$ cat config.mk
export PLATFORM = sky130hd
export DESIGN_NAME = mmio_arbiter_flat
export DESIGN_NICKNAME = d
export VERILOG_FILES = /design/src/rtl/mmio_pkg.sv /design/src/rtl/mmio_arbiter_if.sv /design/src/rtl/mmio_arbiter_rr_pick2.sv /design/src/rtl/mmio_arbiter.sv /design/src/flat_wrapper.sv
export SDC_FILE = /design/constraint.sdc
export NUM_CORES = 1
export LEC_CHECK = 0
export ABC_AREA = 0
export ABC_CLOCK_PERIOD_IN_PS = 2950
export CAP_MARGIN = 20
export CORE_UTILIZATION = 43
export CTS_CLUSTER_SIZE = 10
export DETAILED_ROUTE_END_ITERATION = 10
export PLACE_DENSITY = 0.95
export SLEW_MARGIN = 40
export SYNTH_ARGS = -nofsm -noshare
export SYNTH_HDL_FRONTEND = slang
export SYNTH_SLANG_ARGS = --single-unit
$ cat constraint.sdc
create_clock -name clk -period 2.95 [get_ports clk]
set_input_delay 0.4425 -clock clk [delete_from_list [all_inputs] [get_ports clk]]
set_output_delay 0.4425 -clock clk [all_outputs]
set_load 0.1 [all_outputs]
$ cat src/rtl/mmio_pkg.sv
// Shared definitions for the memory-mapped device bus: region map, arbiter
// states and the latched access payload.
package mmio_pkg;

    localparam int unsigned N_MST      = 2;
    localparam int unsigned ADDR_W     = 32;
    localparam int unsigned DATA_W     = 32;
    localparam int unsigned MASK_W     = 4;
    localparam int unsigned REGION_LSB = 20;
    localparam int unsigned REGION_W   = 4;
    localparam int unsigned CNT_W      = 2;

    localparam logic [REGION_W-1:0] ID_DMEM   = 4'h1;
    localparam logic [REGION_W-1:0] ID_SEG    = 4'h2;
    localparam logic [REGION_W-1:0] ID_TIMER  = 4'h3;
    localparam logic [REGION_W-1:0] ID_CMEM   = 4'h4;
    localparam logic [REGION_W-1:0] ID_KBD    = 4'h5;
    localparam logic [REGION_W-1:0] ID_SW     = 4'h6;
    localparam logic [REGION_W-1:0] ID_LED    = 4'h7;
    localparam logic [REGION_W-1:0] ID_VGA    = 4'h8;
    localparam logic [REGION_W-1:0] ID_SERIAL = 4'hF;

    typedef enum logic [1:0] {
        IDLE,
        ACCESS,
        RESP
    } arb_state_t;

    // Access captured at grant and replayed onto the device bus
    typedef struct packed {
        logic              we;
        logic [ADDR_W-1:0] addr;
        logic [DATA_W-1:0] wdata;
        logic [MASK_W-1:0] wmask;
    } mmio_req_t;

    function automatic logic is_mapped(logic [REGION_W-1:0] id);
        logic hit;
        case (id)
            ID_DMEM, ID_SEG, ID_TIMER, ID_CMEM, ID_KBD,
            ID_SW, ID_LED, ID_VGA, ID_SERIAL: hit = 1'b1;
            default:                          hit = 1'b0;
        endcase
        return hit;
    endfunction

    // Clamp a latency parameter into the wait counter range
    function automatic logic [CNT_W-1:0] sat_lat(int unsigned lat);
        logic [CNT_W-1:0] val;
        if (lat >= (1 << CNT_W)) begin
            val = {CNT_W{1'b1}};
        end else begin
            val = CNT_W'(lat);
        end
        return val;
    endfunction

endpackage

$ cat src/rtl/mmio_arbiter_if.sv
// Master-side request/response signals plus the shared device bus, with the
// arbiter on the slave modport and the masters/decoder on the master modport.
interface mmio_arbiter_if;
    import mmio_pkg::*;

    logic [N_MST-1:0]             m_req;
    logic [N_MST-1:0]             m_we;
    logic [N_MST-1:0][ADDR_W-1:0] m_addr;
    logic [N_MST-1:0][DATA_W-1:0] m_wdata;
    logic [N_MST-1:0][MASK_W-1:0] m_wmask;
    logic [N_MST-1:0]             m_ready;
    logic [N_MST-1:0]             m_err;
    logic [DATA_W-1:0]            m_rdata;

    logic                         bus_valid;
    logic                         bus_we;
    logic                         bus_re;
    logic [ADDR_W-1:0]            bus_addr;
    logic [DATA_W-1:0]            bus_wdata;
    logic [MASK_W-1:0]            bus_wmask;
    logic [DATA_W-1:0]            bus_rdata;

    modport slave (
        input  m_req, m_we, m_addr, m_wdata, m_wmask, bus_rdata,
        output m_ready, m_err, m_rdata,
        output bus_valid, bus_we, bus_re, bus_addr, bus_wdata, bus_wmask
    );

    modport master (
        output m_req, m_we, m_addr, m_wdata, m_wmask, bus_rdata,
        input  m_ready, m_err, m_rdata,
        input  bus_valid, bus_we, bus_re, bus_addr, bus_wdata, bus_wmask
    );

endinterface

$ cat src/rtl/mmio_arbiter_rr_pick2.sv
// Two-way round-robin selector: a lone requester wins, a tie goes to the
// master that was not served last.
module rr_pick2 (
    input  logic [1:0] req,
    input  logic       last,
    output logic [1:0] gnt
);

    always_comb begin
        gnt = 2'b00;
        case (req)
            2'b01:   gnt = 2'b01;
            2'b10:   gnt = 2'b10;
            2'b11:   gnt = last ? 2'b01 : 2'b10;
            default: gnt = 2'b00;
        endcase
    end

endmodule

$ cat src/rtl/mmio_arbiter.sv
// Two-master arbiter and access sequencer for the device bus: round-robin
// grant, per-region read wait states, error completion for unmapped regions.
module mmio_arbiter
    import mmio_pkg::*;
#(
    parameter int unsigned DMEM_RD_LAT = 1,
    parameter int unsigned IO_RD_LAT   = 0
) (
    input logic           clk,
    input logic           rstn,
    mmio_arbiter_if.slave bus
);

    localparam logic [CNT_W-1:0] DMEM_LAT = sat_lat(DMEM_RD_LAT);
    localparam logic [CNT_W-1:0] IO_LAT   = sat_lat(IO_RD_LAT);

    arb_state_t           state_q, state_d;
    logic                 last_q, last_d;
    logic                 gidx_q, gidx_d;
    logic [CNT_W-1:0]     cnt_q, cnt_d;
    mmio_req_t            req_q, req_d;

    logic [N_MST-1:0]     ready_q, ready_d;
    logic [N_MST-1:0]     err_q, err_d;
    logic [DATA_W-1:0]    rdata_q, rdata_d;
    logic                 valid_q, valid_d;
    logic                 we_q, we_d;
    logic                 re_q, re_d;

    logic [N_MST-1:0]     gnt_c;
    logic                 gsel_c;
    mmio_req_t            cand_c;
    logic [REGION_W-1:0]  region_c;

    rr_pick2 u_pick (
        .req  (bus.m_req),
        .last (last_q),
        .gnt  (gnt_c)
    );

    // Candidate access from whichever master the selector picked
    always_comb begin
        gsel_c       = gnt_c[1];
        cand_c.we    = bus.m_we[gsel_c];
        cand_c.addr  = bus.m_addr[gsel_c];
        cand_c.wdata = bus.m_wdata[gsel_c];
        cand_c.wmask = bus.m_wmask[gsel_c];
        region_c     = cand_c.addr[REGION_LSB +: REGION_W];
    end

    // Next state and next registered outputs; strobes only on IDLE->ACCESS
    always_comb begin
        state_d = state_q;
        last_d  = last_q;
        gidx_d  = gidx_q;
        cnt_d   = cnt_q;
        req_d   = req_q;
        ready_d = '0;
        err_d   = '0;
        rdata_d = rdata_q;
        valid_d = 1'b0;
        we_d    = 1'b0;
        re_d    = 1'b0;

        unique case (state_q)
            IDLE: begin
                if (|bus.m_req) begin
                    gidx_d = gsel_c;
                    last_d = gsel_c;
                    req_d  = cand_c;
                    cnt_d  = (region_c == ID_DMEM) ? DMEM_LAT : IO_LAT;
                    if (is_mapped(region_c)) begin
                        state_d = ACCESS;
                        valid_d = 1'b1;
                        we_d    = cand_c.we;
                        re_d    = !cand_c.we;
                    end else begin
                        state_d         = RESP;
                        ready_d[gsel_c] = 1'b1;
                        err_d[gsel_c]   = 1'b1;
                        rdata_d         = '0;
                    end
                end
            end

            ACCESS: begin
                if (req_q.we || (cnt_q == '0)) begin
                    state_d         = RESP;
                    ready_d[gidx_q] = 1'b1;
                    if (!req_q.we) begin
                        rdata_d = bus.bus_rdata;
                    end
                end else begin
                    cnt_d   = cnt_q - CNT_W'(1);
                    valid_d = 1'b1;
                end
            end

            RESP: begin
                state_d = IDLE;
            end

            default: begin
                state_d = IDLE;
            end
        endcase
    end

    always_ff @(posedge clk) begin
        if (!rstn) begin
            state_q <= IDLE;
            last_q  <= 1'b1;
            gidx_q  <= 1'b0;
            cnt_q   <= '0;
            req_q   <= '0;
            ready_q <= '0;
            err_q   <= '0;
            rdata_q <= '0;
            valid_q <= 1'b0;
            we_q    <= 1'b0;
            re_q    <= 1'b0;
        end else begin
            state_q <= state_d;
            last_q  <= last_d;
            gidx_q  <= gidx_d;
            cnt_q   <= cnt_d;
            req_q   <= req_d;
            ready_q <= ready_d;
            err_q   <= err_d;
            rdata_q <= rdata_d;
            valid_q <= valid_d;
            we_q    <= we_d;
            re_q    <= re_d;
        end
    end

    assign bus.m_ready   = ready_q;
    assign bus.m_err     = err_q;
    assign bus.m_rdata   = rdata_q;
    assign bus.bus_valid = valid_q;
    assign bus.bus_we    = we_q;
    assign bus.bus_re    = re_q;
    assign bus.bus_addr  = req_q.addr;
    assign bus.bus_wdata = req_q.wdata;
    assign bus.bus_wmask = req_q.wmask;

endmodule

$ cat src/flat_wrapper.sv
// flat-port wrapper written by rule: the top's interface ports become plain ports
module mmio_arbiter_flat import mmio_pkg::*;
#(
    parameter int unsigned DMEM_RD_LAT = 1,
    parameter int unsigned IO_RD_LAT   = 0
)
  (clk, rstn, bus_m_req, bus_m_we, bus_m_addr, bus_m_wdata, bus_m_wmask, bus_bus_rdata, bus_m_ready, bus_m_err, bus_m_rdata, bus_bus_valid, bus_bus_we, bus_bus_re, bus_bus_addr, bus_bus_wdata, bus_bus_wmask);
  mmio_arbiter_if bus_i ();
  input logic clk;
  input logic rstn;
  input wire logic [$bits(bus_i.m_req)-1:0] bus_m_req;
  input wire logic [$bits(bus_i.m_we)-1:0] bus_m_we;
  input wire logic [$bits(bus_i.m_addr)-1:0] bus_m_addr;
  input wire logic [$bits(bus_i.m_wdata)-1:0] bus_m_wdata;
  input wire logic [$bits(bus_i.m_wmask)-1:0] bus_m_wmask;
  input wire logic [$bits(bus_i.bus_rdata)-1:0] bus_bus_rdata;
  output wire logic [$bits(bus_i.m_ready)-1:0] bus_m_ready;
  output wire logic [$bits(bus_i.m_err)-1:0] bus_m_err;
  output wire logic [$bits(bus_i.m_rdata)-1:0] bus_m_rdata;
  output wire logic [$bits(bus_i.bus_valid)-1:0] bus_bus_valid;
  output wire logic [$bits(bus_i.bus_we)-1:0] bus_bus_we;
  output wire logic [$bits(bus_i.bus_re)-1:0] bus_bus_re;
  output wire logic [$bits(bus_i.bus_addr)-1:0] bus_bus_addr;
  output wire logic [$bits(bus_i.bus_wdata)-1:0] bus_bus_wdata;
  output wire logic [$bits(bus_i.bus_wmask)-1:0] bus_bus_wmask;
  assign bus_i.m_req = bus_m_req;
  assign bus_i.m_we = bus_m_we;
  assign bus_i.m_addr = bus_m_addr;
  assign bus_i.m_wdata = bus_m_wdata;
  assign bus_i.m_wmask = bus_m_wmask;
  assign bus_i.bus_rdata = bus_bus_rdata;
  assign bus_m_ready = bus_i.m_ready;
  assign bus_m_err = bus_i.m_err;
  assign bus_m_rdata = bus_i.m_rdata;
  assign bus_bus_valid = bus_i.bus_valid;
  assign bus_bus_we = bus_i.bus_we;
  assign bus_bus_re = bus_i.bus_re;
  assign bus_bus_addr = bus_i.bus_addr;
  assign bus_bus_wdata = bus_i.bus_wdata;
  assign bus_bus_wmask = bus_i.bus_wmask;
  mmio_arbiter #(.DMEM_RD_LAT(DMEM_RD_LAT), .IO_RD_LAT(IO_RD_LAT)) u_core (.clk(clk), .rstn(rstn), .bus(bus_i));
endmodule
# Yosys cells after proc, flatten, opt, wreduce, memory -nomap -nowiden
# Memories as Yosys holds them, arrays and structs flattened.
# Index checks and enable logic that the tools add are counted.
# word_totals
output_inout_bits,107
rom_bits,16
in_bits,174
register_bits,114
n_memories,1
elab_cells,81
# mem_list
memory,depth,word_bits,rd,rd_clocked_by_memory_dff,write_ports,line,source
(no name shown),16,1,1,0,0,mmio_pkg.sv:39,case (id)
# op_classes
addsub,1
reduce_logical,14
eq_ne,10
muxes,37
n_lt_le_gt_ge,4
# op_table
op,count
two-way mux 32 bit,8
one-hot mux 32 bit (2 select lines),1
two-way mux 2 bit,9
one-hot mux 2 bit (2 select lines),3
two-way mux 1 bit,10
two-way mux 4 bit,2
"inequality test 2 bit, second input constant",3
one-hot mux 2 bit (3 select lines),1
AND reduction 2 bit,3
AND reduction 5 bit,1
"equality test 2 x 1 -> 1 bit, second input constant",2
"equality test 2 bit, second input constant",2
"equality test 4 x 1 -> 1 bit, second input constant",1
logical NOT 2 bit,2
"less-than comparator 1 x 2 -> 1 bit, second input constant",2
"inequality test 2 x 1 -> 1 bit, second input constant",2
AND reduction 4 bit,1
AND reduction 3 bit,1
demux 1 bit (select 1 bit),2
"greater-or-equal comparator 1 bit, second input constant",2
logical AND 1 bit,2
one-hot mux 1 bit (2 select lines),1
nonzero test 2 bit,1
OR reduction 2 bit,1
other kinds (3),3

# Depth between registers and ports, before layout
# Gate-level depths: netlist (run 1).
# An unclocked memory read counts as a cell.
# logic_depth
word_depth,10
mapped_depth,7

# Cells and area by module
# A second synthesis (run 1) with hierarchy kept.
# hier_totals
cells_unflattened,623
area_unflattened_um2,5954.5
# by_module_without_submodules
mod,area_each_um2,n_inst,cells_per_inst,seq_area_each_um2
mmio_arbiter,5935.7,1,620,2282.2
rr_pick2,18.8,1,3,0.0

# Least setup slack after synthesis (run 1)
# OpenSTA, ideal clock, no wires.
# synth_path
path_kind,register -> register
startpoint,register u_core.cnt_q[0]
endpoint,register u_core.cnt_q[0]
path_buffers,1
period_less_slack_ns,1.694
setup_ns,0.120
setup_slack_ns,1.256
t_arrival_ns,1.574
stages_incl_launch_ff,7
t_required_ns,2.830
cell_sequence,dfxtp_1 -> inv_1 -> ha_1 -> or4b_1 -> buf_2 -> and3_1 -> o31a_1
# synth_via
elab_chain_len,4
elab_cells_between_ends,7
classes_between,add/sub (1); eq/ne (1); mux (2); reduce/logical (3)
# synth_rtl
element,line,source
"start, declared",mmio_arbiter.sv:20,"logic [CNT_W-1:0] cnt_q, cnt_d;"
"start signal, assigned",mmio_arbiter.sv:126,cnt_q <= cnt_d;
"parallel branches: the longest is 4 deep, another holds subtractor 2 x 1 -> 2 bit",--,
# Parallel ways; which one is timed is not known. The select of a mux whose other input is x is not followed.
# A chain may end at the register's enable or synchronous reset.

# Worst setup path after layout (run 1)
# layout_path
startpoint,input bus_m_addr[55]
endpoint,"register u_core.rdata_q[12], in the netlist u_core.bus.m_rdata[12]"
# layout_via
elab_chain_len,7
# layout_rtl
element,line,source
"start, declared",flat_wrapper.sv:13,input wire logic [$bits(bus_i.m_addr)-1:0] bus_m_addr;
two-way mux 32 bit (implied by the code) (2 in series),mmio_arbiter.sv:45,cand_c.addr = bus.m_addr[gsel_c];
memory read (16 x 1 bit),--,
two-way mux 1 bit,mmio_arbiter.sv:67,if (|bus.m_req) begin
two-way mux 1 bit,mmio_arbiter.sv:65,unique case (state_q)
inequality test 2 bit (no source line),--,
AND reduction 5 bit (no source line),--,
"end signal, assigned",mmio_arbiter.sv:130,rdata_q <= rdata_d;
"end, declared",mmio_arbiter.sv:25,"logic [DATA_W-1:0] rdata_q, rdata_d;"
# Every way passes these cells. The select of a mux whose other input is x is not followed.

==> flow_summary.ini, run 1 <==
[worst_setup_path]
cp-start-kind = primary input
reg2reg_setup_slack_ns = 1.04
r2r_start = u_core.state_q[0]
path_cells = clkdlybuf4s50_1 > a21bo_2 > a2111oi_2 > o31a_4 > buf_4 > o21ai_2
critPathCaptureType = register
critPathTopFamily = compound AO/OA/AOI/OAI gates
slowest_delay_ns = 0.54
arrival_ns = 2.39
crit_fanout = 13
r2r_cells = 5
r2r-end = u_core.bus.bus_wdata[7]
path_class = in -> reg
critPathBufInv = 2
cp_data_required_time_ns = 3.24
path_depth = 6
worst_path_max_delay_cell = clkdlybuf4s50_1

[global_route]
grt.busiest_layer = met2
gr-total-overflow = 0
grt_use_met2_pct = 43.6
grt_first_pass_wirelength_um = 24800
grt_pass1_vias = 5020
antenna_found_initial = 0
track_usage_pct = 24.5
grt_max_degree = 71
grt_use_met1_pct = 27.1
grt_use_met3_pct = 7.86

[synth]
synth_seq_cells = 114
synthFlopType = dfxtp_1
synthCells = 659
syn_nets = 834
synth_top_area_cell = dfxtp_1
async_reset_ff_share_pct = 0
synth_cell_types = 45
synth_area_leaders = dfxtp_1 42%, nand2_1 14%, a311oi_1 11%
synth_edf_count = 0
synth_area_per_cell_um2 = 8.15
synth_top_cell_area_share_pct = 42.5
ys_seq_area_share_pct = 42.5
ys_warn_count = 0
syn-cell-area_um2 = 5370

[floorplanning]
fp.dieW_um = 114
initial_core_util_pct = 44.4
rows = 40
pin_count = 281
fp.coreArea_um2 = 12100
dieArea_um2 = 12900
die_h_um = 114

[sta]
fin_crit_sh_pct = 71.0
final_max_slew_viol_count = 0
fin_setup_tns_ns = 0
finalCriticalPeriod_ns = 2.10
tightestPinTransition_ns = 0.576
hold_violations = 0
timing.fmax_mhz = 477
whs_ns = 0.457
finalSetupViolCount = 0
rsz0062_at_grt = false
slew_headroom_pct = 61.5
skew_ns = 0.0131

[drt]
via_per_inst = 5.01
first_pass_iters = 4
num_vias = 5174
antenna_left = 0
drtIter0Drc = 365
drc = 0
detail_route.wl_per_cell_um = 15.2
routed_wl_um = 15700

[pwr]
seq_power_share_pct = 28.3
leakage_nw = 3.42
total_power_mw = 6.48
netSwitchingPower_mw = 2.59
vdd_drop_max_uv = 361
switching_share_pct = 39.9
power_frac_comb_pct = 37.6
clock_power_share_pct = 34.1
internal_power_mw = 3.89
p_per_area_nw_per_um2 = 794

[cts]
hold_buffers = 0
path_clk_slew_ns = 0.06
cts_repair_resize_count = 0
cts_buffers = 17
postCtsSetupBuffers = 0
h-tree-depth = 4
cts_tree = yes
clock_latency_ns = 0.41
max-clock-path-buffers = 2
clock_sinks = 114
cts_root_buffer = clkbuf_16

[layout]
final_cell_mix = 202 x nand2_1, 173 x clkdlybuf4s50_1, 114 x buf_4, 114 x dfxtp_1, 75 x nor2_1
layout_commonest_cell = nand2_1
areaGrowthSynthToFinish_pct = 51.8
postLayoutCellArea_um2 = 8160
nets = 1027
nFillCells = 965
n_antenna_cell = 0
drive_gt1_share_pct = 22.7

[run_status]
run_status = completed

[place]
dpl_cell_area_um2 = 7510
gp_congestion = 0.755
port_buffers = 280
dp.final_hpwl_um = 11300

[job]
drv_cap = 0

[worst_hold_path]
min_path_cells = 2
worstHoldStart = u_core.bus.m_rdata[6]
hp-class = reg -> reg
min_to = u_core.bus.m_rdata[6]
[sequential cells by signal, indices dropped and copies added (netlist names)]
name	cells
u_core.last_q	1
u_core.cnt_q	2
u_core.bus.bus_addr	32
u_core.bus.m_rdata	32
u_core.bus.bus_wmask	4
u_core.bus.m_ready	2
u_core.gidx_q	1
u_core.bus.bus_we	1
u_core.bus.m_err	2
u_core.bus.bus_re	1
u_core.state_q	2
u_core.req_q	1
u_core.bus.bus_valid	1
u_core.bus.bus_wdata	32
[cells in the mapped netlist (2+ instances only)]
master       n
nor4b_1      2
a311oi_1    67
buf_1        4
o21ai_2     30
nor2_1      76
buf_4       71
o21ai_1      2
nor3_1       4
buf_12       3
o21ba_2      2
a21oi_1      2
inv_1        3
a2111oi_2    2
buf_2       18
o22ai_1      2
dfxtp_1    114
nand2_1    202
nor4b_2      2
clkbuf_1    22
mux2i_1      2
a211oi_1     4
a21bo_1      2
[worst max path at each step]
stage                         start                      to  slack [ns]
finish               bus_m_addr[55]  u_core.bus.m_rdata[12]        0.85
global route         bus_m_addr[55]  u_core.bus.m_rdata[12]        0.75
CTS                  bus_m_addr[55]  u_core.bus.m_rdata[12]        0.87
detailed placement   bus_m_addr[55]  u_core.bus.m_rdata[13]        0.44
global placement     bus_m_addr[55]  u_core.bus.m_rdata[19]        0.51
floorplan           u_core.cnt_q[0]         u_core.cnt_q[0]        1.26
[power by group through the flow]
stage          Combinational [mW]  Sequential [mW]  Clock [mW]
6_report                     2.43             1.83        2.21
5_1_grt                      2.54             1.85        2.33
4_1_cts                      2.44             1.83        2.26
3_5_place_dp                 2.44             1.86           0
3_3_place_gp                 2.42             1.85           0
2_1_floorplan                1.79             2.07           0
[cell type report]
type,instances,area (um^2),area share [%]
timing repair buffer,292,2690,32.9
multi-input combinational,423,2320,28.4
sequential,114,2280,28.0
clock buffer,22,494,6.06
tap,168,210,2.58
clock inverter,10,153,1.87
inverter,4,15.0,0.184
[worst register-to-register path, delay by kind of cell (launching register included)]
kind	cells	cell delay, ns
and+or+nand+nor	2	0.32
DFF	1	0.37
buffers and inverters	1	0.30
AOI/OAI and AO/OA	2	0.80
[metrics by stage]
step                      worst slack [ns]  util [%]  cells
after floorplan                       1.26         -    659
after global placement               0.513      62.0   1001
after detailed placement             0.441      62.0   1001
after CTS                            0.869      67.4   1033
after global routing                 0.751      67.4   1033
final                                0.855      67.4   1033
[cells by family after synthesis]
group	synth area share, %
AOI/OAI and AO/OA	20.4
adders and majority gates	0.233
buffers and inverters	14.8
DFF	42.5
muxes	0.373
and+or+nand+nor	21.7
[metal layers]
metal,vias to the layer above,wire length (um)
met1,2363,6150
met3,26,1260
met4,0,325
li1,2575,-
met5,-,0
met2,210,8000
Power figures use the tool's default switching activity.
==> run 2: changes to the inputs <==
--- a/config.mk
+++ b/config.mk
@@ -6,12 +6,12 @@
 export NUM_CORES = 1
 export LEC_CHECK = 0
 export ABC_AREA = 0
-export ABC_CLOCK_PERIOD_IN_PS = 2950
+export ABC_CLOCK_PERIOD_IN_PS = 1800
 export CAP_MARGIN = 20
-export CORE_UTILIZATION = 43
+export CORE_UTILIZATION = 36
 export CTS_CLUSTER_SIZE = 10
 export DETAILED_ROUTE_END_ITERATION = 10
-export PLACE_DENSITY = 0.95
+export PLACE_DENSITY = 0.87
 export SLEW_MARGIN = 40
 export SYNTH_ARGS = -nofsm -noshare
 export SYNTH_HDL_FRONTEND = slang
==> constraint.sdc (replaced) <==
create_clock -name clk -period 1.8 [get_ports clk]
set_input_delay 0.27 -clock clk [delete_from_list [all_inputs] [get_ports clk]]
set_output_delay 0.27 -clock clk [all_outputs]
set_load 0.1 [all_outputs]
==> flow_summary.ini, run 2 (synthesis results as in run 1) <==
[drt]
antenna_left = 0
drc = 0
detail_route.wl_per_cell_um = 15.1
num_vias = 5197
routed_wl_um = 16200
via_per_inst = 4.86
drtIter0Drc = 256
first_pass_iters = 5

[place]
dp.final_hpwl_um = 11700
port_buffers = 280
gp_congestion = 0.814
dpl_cell_area_um2 = 7730

[pwr]
vdd_drop_max_uv = 701
total_power_mw = 10.7
leakage_nw = 3.53
p_per_area_nw_per_um2 = 1270

[global_route]
gr-total-overflow = 0
antenna_found_initial = 1
track_usage_pct = 20.1
grt_first_pass_wirelength_um = 23900
grt_pass1_vias = 4902
grt_max_degree = 48

[sta]
fin_crit_sh_pct = 95.5
skew_ns = 0.00991
timing.fmax_mhz = 582
slew_headroom_pct = 61.6
final_max_slew_viol_count = 0
finalCriticalPeriod_ns = 1.72
tightestPinTransition_ns = 0.569
finalSetupViolCount = 0
hold_violations = 0

[worst_setup_path]
path_cells = clkdlybuf4s50_1 > a21bo_2 > a2111oi_4 > o31a_4 > buf_12 > o21ai_2
arrival_ns = 2.00
cp_data_required_time_ns = 2.08
worst_path_max_delay_cell = clkdlybuf4s50_1
critPathCaptureType = register
path_class = in -> reg
r2r_cells = 5
crit_fanout = 22
cp-start-kind = primary input
slowest_delay_ns = 0.55

[layout]
postLayoutCellArea_um2 = 8410
areaGrowthSynthToFinish_pct = 56.5
final_cell_mix = 202 x nand2_1, 173 x clkdlybuf4s50_1, 130 x buf_4
drive_gt1_share_pct = 24.2
layout_commonest_cell = nand2_1
nets = 1047

[worst_hold_path]
hp-class = in -> reg
min_path_cells = 3

[floorplanning]
rows = 44
pin_count = 281
initial_core_util_pct = 37.0
fp.coreArea_um2 = 14500
fp.dieW_um = 124
dieArea_um2 = 15400
die_h_um = 124

[cts]
clock_sinks = 114
postCtsSetupBuffers = 0
cts_root_buffer = clkbuf_16
clock_latency_ns = 0.40
h-tree-depth = 4
path_clk_slew_ns = 0.05
max-clock-path-buffers = 2
cts_tree = yes
cts_buffers = 17

[run_status]
run_status = completed

[job]
drv_cap = 0
run 2: cell count changes in the layout (fill, tap and decap cells not counted), moves of 2 or more:
| cell | before | now |
|---|---|---|
| buf_4 | 114 | 130 |
| buf_12 | 5 | 9 |
| a2111oi_2 | 2 | 0 |
| a2111oi_4 | 0 | 2 |
| clkbuf_1 | 0 | 2 |
| clkinv_2 | 5 | 3 |
run 2: per-layer routing:
metal / up-vias / GRT usage, % / part of all wire (%)
met1: 2393 / 23.1 / 41
met3: 20 / 7.01 / 8.2
met4: 0 / 7.44 / 1.9
li1: 2610 / - / -
met5: - / 0 / 0
met2: 174 / 34.2 / 49
run 2: path summary, 6_finish.rpt:
kind / endpoint / slack, ns / startpoint
hold reg to reg: u_core.bus.m_rdata[31] / 0.46 / u_core.bus.m_rdata[31]
setup reg to reg: u_core.cnt_q[0] / 0.14 / u_core.cnt_q[0]
setup / recovery: u_core.bus.m_rdata[28] / 0.08 / bus_m_addr[55]
hold / removal: u_core.bus.m_rdata[7] / 0.42 / bus_bus_rdata[7]
run 2: stage by stage:
stage	hold slack (ns)	setup WS (ns)	TNS, ns	instances	util, %
finish	0.422	0.0812	0	1070	57.9
global route	0.405	-0.00673	-0.0119	1070	57.9
CTS	0.403	0.0447	0	1069	57.6
detailed placement	0.447	-0.375	-20.28	1037	53.2
global placement	0.447	-0.341	-16.72	1037	53.2
floorplan	0.383	0.106	0	659	-
run 2: power breakdown:
group	total, mW	internal [mW]	switching (mW)
combinational	4.10	1.14	2.96
clock	3.61	2.46	1.15
sequential	3.01	2.83	0.173
total	10.7	6.43	4.28
run 2: layout make-up:
type / instances / area (um^2)
Fill cell: 1278 / 6130
Timing Repair Buffer: 312 / 2890
Multi-Input combinational cell: 423 / 2350
Sequential cell: 114 / 2280
Clock buffer: 23 / 488
Tap cell: 184 / 230
Clock inverter: 9 / 151
Inverter: 4 / 15.0
Antenna cell: 1 / 2.50
run 2: critical path: cells and delay by family:
kind / cells / cell delay, ns
buffers and inverters: 2 / 0.74
AOI/OAI and AO/OA: 4 / 0.95
run 2: timing repair:
item | 4_1_cts | 5_1_grt
setup endpoints to repair | 0 | 30
hold buffers | 0 | 0
resized for setup | 0 | 3
==> run 3: changes to the inputs <==
--- a/config.mk
+++ b/config.mk
@@ -11,8 +11,7 @@
 export CORE_UTILIZATION = 36
 export CTS_CLUSTER_SIZE = 10
 export DETAILED_ROUTE_END_ITERATION = 10
-export PLACE_DENSITY = 0.87
-export SLEW_MARGIN = 40
+export PLACE_DENSITY = 0.77
 export SYNTH_ARGS = -nofsm -noshare
 export SYNTH_HDL_FRONTEND = slang
 export SYNTH_SLANG_ARGS = --single-unit
==> flow_summary.ini, run 3 (synthesis results as in run 1) <==
[global_route]
grt_first_pass_wirelength_um = 23000
grt_pass1_vias = 4677
gr-total-overflow = 0
track_usage_pct = 19.5
grt_max_degree = 49
antenna_found_initial = 0

[worst_setup_path]
critPathBufInv = 3
worst_path_max_delay_cell = clkdlybuf4s50_1
critPathTopFamily = buffers and inverters
path_class = in -> reg
reg2reg_setup_slack_ns = 0.13
slowest_delay_ns = 0.50
cp_data_required_time_ns = 2.14
cp-start-kind = primary input
r2r_cells = 5
arrival_ns = 2.09
path_cells = clkdlybuf4s50_1 > buf_4 > nor4b_4 > a2111oi_4 > o31a_4 > buf_12 > o21ai_2
crit_fanout = 18
critPathCaptureType = register
r2r_start = u_core.cnt_q[0]
r2r-end = u_core.cnt_q[0]

[cts]
clock_sinks = 114
max-clock-path-buffers = 2
h-tree-depth = 4
hold_buffers = 0
clock_latency_ns = 0.41
postCtsSetupBuffers = 0
cts_tree = yes
cts_root_buffer = clkbuf_16
path_clk_slew_ns = 0.05
cts_buffers = 17
cts_repair_resize_count = 0

[drt]
drc = 0
drtIter0Drc = 182
detail_route.wl_per_cell_um = 14.7
antenna_left = 0
first_pass_iters = 5
via_per_inst = 4.84
routed_wl_um = 15700
num_vias = 5161

[layout]
layout_commonest_cell = nand2_1
areaGrowthSynthToFinish_pct = 55.3
n_antenna_cell = 0
final_cells = 1067
final_cell_mix = 202 x nand2_1, 173 x clkdlybuf4s50_1, 128 x buf_4
nets = 1048
drive_gt1_share_pct = 23.9
postLayoutCellArea_um2 = 8350

[pwr]
vdd_drop_max_uv = 702
leakage_nw = 3.50
total_power_mw = 10.3
p_per_area_nw_per_um2 = 1230

[sta]
tightestPinTransition_ns = 0.534
fin_crit_sh_pct = 96.9
finalCriticalPeriod_ns = 1.74
fin_setup_tns_ns = 0
slew_headroom_pct = 64.0
finalSetupViolCount = 0
hold_violations = 0
final_max_slew_viol_count = 0
timing.fmax_mhz = 573
skew_ns = 0.00870

[place]
gp_congestion = 0.741
dp.final_hpwl_um = 11200
dpl_cell_area_um2 = 7780
placedCellCount = 1038
port_buffers = 280

[run_status]
run_status = completed

[floorplanning]
rows = 44
pin_count = 281
fp.dieW_um = 124
dieArea_um2 = 15400
initial_core_util_pct = 37.0
fp.coreArea_um2 = 14500
die_h_um = 124

[job]
drv_cap = 0

[worst_hold_path]
min_path_cells = 3
min_to = u_core.bus.m_rdata[30]
hp-class = in -> reg
worstHoldStart = bus_bus_rdata[30]
## run 3: worst max-delay path by stage
| stage | startpoint | to | slack (ns) | depth (start not counted) |
|---|---|---|---|---|
| after floorplan | u_core.cnt_q[0] | u_core.cnt_q[0] | 0.11 | 6 |
| after global placement | bus_m_addr[55] | u_core.bus.m_rdata[23] | -0.35 | 6 |
| after detailed placement | bus_m_addr[52] | u_core.bus.m_rdata[28] | -0.37 | 7 |
| after CTS | bus_m_addr[52] | u_core.bus.m_rdata[28] | 0.05 | 7 |
| after global routing | bus_m_addr[52] | u_core.bus.m_rdata[27] | -0.0003 | 7 |
| final | bus_m_addr[52] | u_core.bus.m_rdata[28] | 0.06 | 7 |
## run 3: worst reg2reg max path: cells and delay by family (launching register included)
family | cells | cell delay (ns)
and+or+nand+nor | 2 | 0.69
AOI/OAI and AO/OA | 1 | 0.26
DFF | 1 | 0.34
adders and majority gates | 1 | 0.22
buffers and inverters | 1 | 0.05
## run 3: final cells by class
cell class | count | area (um^2)
fill | 1324 | 6190
sequential | 114 | 2280
multi-input combinational | 423 | 2340
timing repair buffer | 313 | 2930
tap | 184 | 230
inverter | 4 | 15.0
clock inverter | 7 | 85.1
clock buffer | 22 | 464
## run 3: per-layer routing
metal	part of all wire, %	GRT usage (%)	routed length [um]
met3	9.2	7.14	1440
met1	41	22.4	6360
met5	0	0	0
met4	2.6	9.82	408
met2	48	31.9	7450
## run 3: power breakdown
part           switching [mW]  leakage, nW  internal, mW  total (mW)
Combinational            2.96         2.29          1.17        4.12
Clock                    1.10        0.275          2.07        3.17
Sequential              0.164        0.940          2.84        3.00
## run 3: through the flow
step	hold WS [ns]	setup slack (ns)	utilization (%)
after global placement	0.447	-0.351	53.5
final	0.406	0.0555	57.4
after CTS	0.386	0.0530	57.3
after detailed placement	0.442	-0.373	53.5
after global routing	0.407	-0.000275	57.4
after floorplan	0.383	0.106	-
